`src/rtl/seg7_scan.sv`:
```
`default_nettype none
// +--------------------------------------------------------------------------+
// | seg7_scan: multiplexed 7-seg driver with frame-synchronous commit,       |
// | anti-ghost blanking; optional leading-zero blanking via SEG7_LZB_EN.     |
// | Revision: 1.0                                                            |
// +--------------------------------------------------------------------------+
module seg7_scan #(
  parameter int NUM_DIGITS     = 4,
  parameter int SCAN_DIV       = 50000,
  parameter int BLANK_CYCLES   = 2,
  parameter int SEG_ACTIVE_LOW = 1,
  parameter int AN_ACTIVE_LOW  = 1
) (
  input  logic                    clk,
  input  logic                    rst,
  input  logic                    load,
  input  logic [4*NUM_DIGITS-1:0] digits_in,
  input  logic [NUM_DIGITS-1:0]   dp_in,
  output logic [NUM_DIGITS-1:0]   an,
  output logic [6:0]              seg,
  output logic                    dp,
  output logic                    frame_done
);

  localparam int PW = $clog2(SCAN_DIV);
  localparam int IW = $clog2(NUM_DIGITS);

  localparam logic [PW-1:0]         PCNT_LAST = PW'(SCAN_DIV - 1);
  localparam logic [PW-1:0]         BLANK_END = PW'(BLANK_CYCLES);
  localparam logic [IW-1:0]         IDX_LAST  = IW'(NUM_DIGITS - 1);
  localparam logic [NUM_DIGITS-1:0] AN_OFF    = {NUM_DIGITS{AN_ACTIVE_LOW != 0}};
  localparam logic [6:0]            SEG_OFF   = {7{SEG_ACTIVE_LOW != 0}};
  localparam logic                  DP_OFF    = (SEG_ACTIVE_LOW != 0);

  logic [PW-1:0]           pcnt_q, pcnt_d;
  logic [IW-1:0]           idx_q, idx_d;
  logic [4*NUM_DIGITS-1:0] shadow_q, shadow_d;
  logic [NUM_DIGITS-1:0]   shadow_dp_q, shadow_dp_d;
  logic [4*NUM_DIGITS-1:0] disp_q, disp_d;
  logic [NUM_DIGITS-1:0]   disp_dp_q, disp_dp_d;
  logic                    frame_done_q, frame_done_d;
  logic [NUM_DIGITS-1:0]   an_q, an_d;
  logic [6:0]              seg_q, seg_d;
  logic                    dp_q, dp_d;

  logic                    slot_end;
  logic                    frame_end;
  logic [3:0]              cur_digit;
  logic                    cur_dp;
  logic                    cur_blank;
  logic [NUM_DIGITS-1:0]   an_sel;
  logic [NUM_DIGITS-1:0]   lzb_mask;

  function automatic logic [6:0] hex_glyph(input logic [3:0] v);
    case (v)
      4'h0:    hex_glyph = 7'b0111111;
      4'h1:    hex_glyph = 7'b0000110;
      4'h2:    hex_glyph = 7'b1011011;
      4'h3:    hex_glyph = 7'b1001111;
      4'h4:    hex_glyph = 7'b1100110;
      4'h5:    hex_glyph = 7'b1101101;
      4'h6:    hex_glyph = 7'b1111101;
      4'h7:    hex_glyph = 7'b0000111;
      4'h8:    hex_glyph = 7'b1111111;
      4'h9:    hex_glyph = 7'b1101111;
      4'hA:    hex_glyph = 7'b1110111;
      4'hB:    hex_glyph = 7'b1111100;
      4'hC:    hex_glyph = 7'b0111001;
      4'hD:    hex_glyph = 7'b1011110;
      4'hE:    hex_glyph = 7'b1111001;
      default: hex_glyph = 7'b1110001;
    endcase
  endfunction

  // A load on the wrap cycle bypasses the shadow so the new frame shows it at once.
  always_comb begin
    slot_end     = (pcnt_q == PCNT_LAST);
    frame_end    = slot_end && (idx_q == IDX_LAST);
    pcnt_d       = slot_end ? '0 : pcnt_q + 1'b1;
    idx_d        = idx_q;
    if (slot_end) begin
      idx_d = frame_end ? '0 : idx_q + 1'b1;
    end
    shadow_d     = load ? digits_in : shadow_q;
    shadow_dp_d  = load ? dp_in : shadow_dp_q;
    disp_d       = frame_end ? shadow_d : disp_q;
    disp_dp_d    = frame_end ? shadow_dp_d : disp_dp_q;
    frame_done_d = frame_end;
  end

`ifdef SEG7_LZB_EN
  logic lzb_lead;

  always_comb begin
    lzb_lead = 1'b1;
    lzb_mask = '0;
    for (int k = NUM_DIGITS - 1; k >= 1; k--) begin
      if (lzb_lead && (disp_q[4*k +: 4] == 4'd0) && !disp_dp_q[k]) begin
        lzb_mask[k] = 1'b1;
      end else begin
        lzb_lead = 1'b0;
      end
    end
  end
`else
  assign lzb_mask = '0;
`endif

  always_comb begin
    cur_digit = '0;
    cur_dp    = 1'b0;
    cur_blank = 1'b0;
    an_sel    = '0;
    for (int k = 0; k < NUM_DIGITS; k++) begin
      if (idx_q == IW'(k)) begin
        cur_digit = disp_q[4*k +: 4];
        cur_dp    = disp_dp_q[k];
        cur_blank = lzb_mask[k];
        an_sel[k] = (pcnt_q >= BLANK_END);
      end
    end
    an_d  = an_sel ^ AN_OFF;
    seg_d = (cur_blank ? 7'd0 : hex_glyph(cur_digit)) ^ SEG_OFF;
    dp_d  = (cur_dp & ~cur_blank) ^ DP_OFF;
  end

  always_ff @(posedge clk) begin
    if (rst) begin
      pcnt_q       <= '0;
      idx_q        <= '0;
      shadow_q     <= '0;
      shadow_dp_q  <= '0;
      disp_q       <= '0;
      disp_dp_q    <= '0;
      frame_done_q <= 1'b0;
      an_q         <= AN_OFF;
      seg_q        <= SEG_OFF;
      dp_q         <= DP_OFF;
    end else begin
      pcnt_q       <= pcnt_d;
      idx_q        <= idx_d;
      shadow_q     <= shadow_d;
      shadow_dp_q  <= shadow_dp_d;
      disp_q       <= disp_d;
      disp_dp_q    <= disp_dp_d;
      frame_done_q <= frame_done_d;
      an_q         <= an_d;
      seg_q        <= seg_d;
      dp_q         <= dp_d;
    end
  end

  assign an         = an_q;
  assign seg        = seg_q;
  assign dp         = dp_q;
  assign frame_done = frame_done_q;

endmodule
`default_nettype wire

```
`config.mk`:
```
export PLATFORM = sky130hd
export DESIGN_NAME = seg7_scan
export DESIGN_NICKNAME = d
export VERILOG_FILES = /design/src/rtl/seg7_scan.sv
export SDC_FILE = /design/constraint.sdc
export NUM_CORES = 1
export LEC_CHECK = 0
export CORE_MARGIN = 2
export CORE_UTILIZATION = 32
export DETAILED_ROUTE_END_ITERATION = 10
export SETUP_SLACK_MARGIN = 0.1
export SKIP_LAST_GASP = 1
export SYNTH_ARGS = -nofsm -noshare
export SYNTH_HDL_FRONTEND = slang
export SYNTH_SLANG_ARGS = --single-unit
```
`constraint.sdc`:
```
create_clock -name clk -period 2.4 [get_ports clk]
set_input_delay 0.36 -clock clk [delete_from_list [all_inputs] [get_ports clk]]
set_output_delay 0.36 -clock clk [all_outputs]
set_load 0.01 [all_outputs]
```
Word level (Yosys, flattened, before mapping):

Memory sizes are Yosys's and may differ from the RTL's.
Index checks and enable logic that the tools add are counted.

* register bits: 71
* ROM bits: 112
* input bits: 23
* output and inout bits: 13
* logic and storage cells: 39
* memories: 1

* add/subtract/negate cells: 2
* $lt $le $gt $ge: 1
* equal/unequal tests: 4
* mux-type cells: 15
* bitwise gates (word level): 3
* reduce and logical (&&, ||, !) cells: 3

Memories
* (no name shown): depth 16, width 7, read ports 1, clocked after Yosys merged registers in 0, wr ports 0, line 55 `case (v)`

Operators with widths (count)
* 2-to-1 mux 4 bit: 5
* adder 16 x 1 -> 16 bit (second input constant): 1
* == test 16 bit (second input constant): 1
* >= comparator 16 x 2 -> 1 bit (second input constant): 1
* 2-to-1 mux 16 bit: 1
* 2-to-1 mux 1 bit: 8
* NOT 7 bit: 1
* == test 2 bit (second input constant): 2
* NOT 4 bit: 1
* adder 2 x 1 -> 2 bit (second input constant): 1
* == test 2 x 1 -> 1 bit (second input constant): 1
* zero test 2 bit: 1
* 2-to-1 mux 2 bit: 1
* OR reduction 2 bit: 1
* logical AND 1 bit: 1
* NOT 1 bit: 1

Depth between registers and ports, before layout:

Gate-level depths: netlist of run 1.
An unclocked memory read counts as a cell.

* word-level depth: 7
* gate-level depth with buffers: 10

Worst setup path before layout of run 1:

Ideal clock, no wire load.

* path kind: reg-to-reg
* start point: reg idx_q[0]
* end point: reg seg_q[0], in the netlist seg[0]
* setup time: 122 ps
* arrival: 2178 ps
* required time: 2278 ps
* path slack: 100 ps
* cell stages (with the launch flop): 9
* path buffers: 2
* clock period less this slack: 2300 ps
* path through: dfxtp_1 > ha_1 > clkbuf_1 > buf_2 > a211oi_1 > a221o_1 > ha_1 > or4_1 > o311a_1

* cells in the longest elaborated chain, start to end: 7
* elaborated cells on any way between the ends: 10
* classes of those cells: eq/ne: 3; mux: 4; bitwise: 1; reduce/logical: 1; memory: 1

Ends and longest elaborated chain
* from (decl): line 36 `logic [IW-1:0] idx_q, idx_d;`
* from (signal assigned): line 141 `idx_q <= idx_d;`
* zero test 2 bit: line 115 `if (idx_q == IW'(k)) begin`
* 2-to-1 mux 4 bit (3 in a row): line 115
* 2-to-1 mux 4 bit (*): line 115
* memory read (16 x 7 bit) (*)
* NOT 7 bit (no source line) (*)
* to (signal assigned): line 148 `seg_q <= seg_d;`
* to (decl): line 43 `logic [6:0] seg_q, seg_d;`

Mark *: on every way between the ends. The rest lies on a longest branch, timed or not.
A chain may end at the register's enable or synchronous reset.

Worst setup path in the final report of run 1:

Same ends and word-level chain as after synthesis.

==> metrics list, run 1 <==
- Required time at the endpoint of the critical path: 2.63 ns
* Max transition margin: 34.1%
- Routability-driven placement finished with a final weighted congestion of 0.830.
* Remaining antenna violation count: 0
- Cells with a size suffix above 1 make up 16.8% of the layout.
* Number of diodes: 0
- In the final design database the tool counted 399 nets.
- Pins over their slew limit: 0
- Of the post-synthesis cell area, the part taken by muxes is 17.1%.
* Sequential cell area: 0.00142 mm²
- Synth Area in Simple Gates: 19.9%
* Std-Cell Core Area: 0.0102 mm²
* CTS tree: yes
* Horizontal extent of the die: 106 µm
- Shortest clock period the worst path allows after layout: 2.23 ns
- Global routing used 11.8% of the available tracks across all layers.
- Power spread over the standard cell area amounts to 602 mW/mm².
- Pin count of the biggest net entering global routing: 56
* Clock-pin slew reported for the worst setup and hold paths after clock tree synthesis: 0.07 ns
- In this run the mean area of a mapped cell was 10.2 µm².
- VDD sags by at most 209 µV.
- The largest single stage delay on the critical path is 0.52 ns.
- Wire length per cell after detailed routing: 12.2 µm
- Number of buffers and inverters on the critical path: 1
- Power Total: 2.43 mW
- Summed over all cells, the static leakage comes to 1.64 nW.
- Clk Latency, worst-skew pair: 0.34 ns
* Most frequently used cell type in the post-synthesis netlist: sky130_fd_sc_hd__dfxtp_1
- In this run the core area contains 37 standard-cell rows.
- GRT Residual Overflow: 0
- The synthesized design contains 0 enable-type register cells.
- Cell type of the slowest stage on the worst timing path: sky130_fd_sc_hd__or4_1
* Worst hold path type: reg -> reg
- Buffers inserted to repair hold after CTS numbered 0.
- Top fanout value on the critical path: 6
* Total area of multi-input combinational cells: 0.00175 mm²
- Relative to the synthesized area, the layout overhead comes to 22.3%.
- In this run the tool buffered the top-level ports with 35 buffer cells.
- In the routed layout, each cell is associated on average with a via count of 4.58.
- The synthesized netlist devotes 7.28% of its cell area to compound gates.
- Buffers inserted during clock tree synthesis total 9.
- Series of cell instances along the critical path: inv_1, ha_1, nand3b_1, a221o_1, ha_1, or4_1, o311a_1
- Among cell families on the critical path, the largest total delay comes from simple AND/OR/NAND/NOR gates.
* Run status: complete, no violations
- Count of filler cells inserted in the layout: 1,022
- Across all layers, the routed design uses 2,309 vias.
* Boundary Pins: 36
* Total number of yosys warnings: 0
- The synthesized design contains 71 register bits.
* Main flop type after synthesis: sky130_fd_sc_hd__dfxtp_1
* Leading area contributor after synthesis: sky130_fd_sc_hd__dfxtp_1
- After synthesis, the share of flip-flops with an asynchronous set or reset is 0%.
* Crit Path Category: reg -> reg
* Bufs on Longest Clock Path: 2
- Yosys mapped the design onto 47 distinct sky130hd cell types.
* Setup_tns: 0 ns
- Post-synthesis instance area: 0.00330 mm²
- Element type at the critical path start: flop
- Derived from the worst setup path, the maximum achievable clock frequency is 448 MHz.
- Max-cap violations: 0
- Number of standard cells after synthesis: 325
- For this design, the sink count on the clock tree is 71.
- At the pin with the least slew margin, the transition time is 0.989 ns.
* First-pass GRT wire length: 10,500 µm
- RSZ-0062 raised after global routing: yes
- Share of the synthesized netlist area taken by xor and xnor gates: 3.45%
* Antenna violations before repair: 0
- Synthesized-area fraction occupied by adder cells: 4.93%
- The count of final hold-check violations was 0.
- Wires add up to 6150 µm.
- Largest family of logic cells by synthesized area: simple AND/OR/NAND/NOR gates
- Setup-failing EPs final: 0
- The floorplan step defined a die boundary enclosing 0.0111 mm².
- The tree is rooted in a sky130_fd_sc_hd__clkbuf_8.
* Number of DRC markers in iteration 0: 81
* DRC: 0
- Yosys top cell area share: 43.1%
- Total iterations of the first detailed-routing run: 4
* Final period utilization: 93.0%
* Vias in the first global route: 2,167
* Layout Skew: 0.00947 ns
- By count the netlist is led by sky130_fd_sc_hd__dfxtp_1, sky130_fd_sc_hd__nor2_1, sky130_fd_sc_hd__mux2i_1, sky130_fd_sc_hd__nor2b_1, sky130_fd_sc_hd__mux2_4.
- Synthesized netlist net count: 361
- Worst slack on hold paths: 0.498 ns
- Top cells by area, synth: sky130_fd_sc_hd__dfxtp_1, sky130_fd_sc_hd__mux2_4, sky130_fd_sc_hd__mux2i_1
- Register-to-register setup slack: 0.17 ns
- Die height: 106 µm
- Most used cell, CP: sky130_fd_sc_hd__ha_1
- Crit path DAT: 2.46 ns
- Starting utilization of the core area: 32.4%
* Crit. End Element: flop
* Post-synthesis sequential area ratio: 43.1%
- Detailed-placement wirelength estimate: 4320 µm
- Max H-tree Level: 3
[registers in the layout, indices dropped and copies added, names as in the netlist]
name / cells
pcnt_q: 16
shadow_dp_q: 4
disp_q: 16
an: 4
disp_dp_q: 4
shadow_q: 16
dp: 1
idx_q: 2
seg: 7
frame_done: 1
[routing by layer]
layer,GRT usage [%],wire length (µm),up-vias
li1,-,-,1204
met1,16.8,3400,1056
met2,16.5,2450,42
met3,3.83,218,7
met4,3.95,84,0
met5,0,0,-
[power breakdown]
part           switching (mW)  total [mW]  internal, mW  leakage [nW]
Sequential             0.0133        1.22          1.21         0.579
Clock                   0.425        1.07         0.642         0.114
Combinational          0.0645       0.140        0.0753         0.948
Total                   0.503        2.43          1.93          1.64
[stage by stage]
step	setup slack, ns	utilization (%)	cells	instance area [µm²]
global route	0.0822	39.6	504	4040
finish	0.168	39.6	504	4040
detailed placement	0.110	37.0	485	3770
floorplan	0.133	-	325	3300
global placement	0.198	37.0	485	3770
CTS	0.173	39.3	501	4000
[worst reg2reg max path, stage by stage (launching register included)]
cell                       delay [ns]
sky130_fd_sc_hd__dfxtp_1         0.34
sky130_fd_sc_hd__inv_1           0.12
sky130_fd_sc_hd__ha_1            0.30
sky130_fd_sc_hd__nand3b_1        0.11
sky130_fd_sc_hd__a221o_1         0.40
sky130_fd_sc_hd__ha_1            0.22
sky130_fd_sc_hd__or4_1           0.52
sky130_fd_sc_hd__o311a_1         0.12
[worst paths after layout]
path | start | endpoint | depth (start not counted)
min reg2reg | pcnt_q[0] | pcnt_q[0] | 1
max | idx_q[0] | seg[0] | 7
max reg2reg | idx_q[0] | seg[0] | 7
min | pcnt_q[0] | pcnt_q[0] | 1
[final cells by class]
type	count	area share, %
timing repair buffer	46	10.6
inverter	10	0.930
multi-input combinational	225	43.5
sequential	71	35.2
clock inverter	3	1.61
clock buffer	13	3.94
tap	136	4.22
[logic make-up (layout without fill, tap and decap cells)]
kind of cell,Yosys count,in the layout
and+or+nand+nor,124,124
DFF,71,71
muxes,46,46
AOI/OAI and AO/OA,29,29
buffers and inverters,29,72
adders and majority gates,13,13
xor gates and xnor gates,13,13
[layout by cell type (no fill, tap or decap), drive strengths merged, types with 2 or more instances in the layout]
cell	netlist	final
nor2b	21	21
inv	10	10
nand4	4	4
clkbuf	7	13
mux2	22	22
a211oi	3	3
nor3b	4	4
nand3	14	14
nand3b	4	4
a31oi	4	4
clkdlybuf4s50	0	34
and4	2	2
dfxtp	71	71
nor2	46	46
and3	2	2
nor3	5	5
mux2i	24	24
or4	4	4
bufinv	0	2
ha	13	13
nand2	13	13
xnor2	8	8
xor2	5	5
a221o	2	2
a21oi	4	4
a21o	3	3
o31ai	2	2
buf	12	12
o21ai	3	3
nor4	2	2
a311o	2	2
[repair_timing]
item                                    in CTS  in global routing
buffers inserted                             0                  3
endpoints found under the setup margin       1                  5
pin swaps                                    0                  3
gates resized for setup                      1                  4
gates cloned                                 0                  0
(Power assumes the default switching activity.)
==> run 2: changes to the inputs <==
--- a/config.mk
+++ b/config.mk
@@ -5,6 +5,7 @@
 export SDC_FILE = /design/constraint.sdc
 export NUM_CORES = 1
 export LEC_CHECK = 0
+export CAP_MARGIN = 20
 export CORE_MARGIN = 2
 export CORE_UTILIZATION = 32
 export DETAILED_ROUTE_END_ITERATION = 10
==> results of run 2 <==
The final DEF is identical to that of run 1; final timing and power are the same.
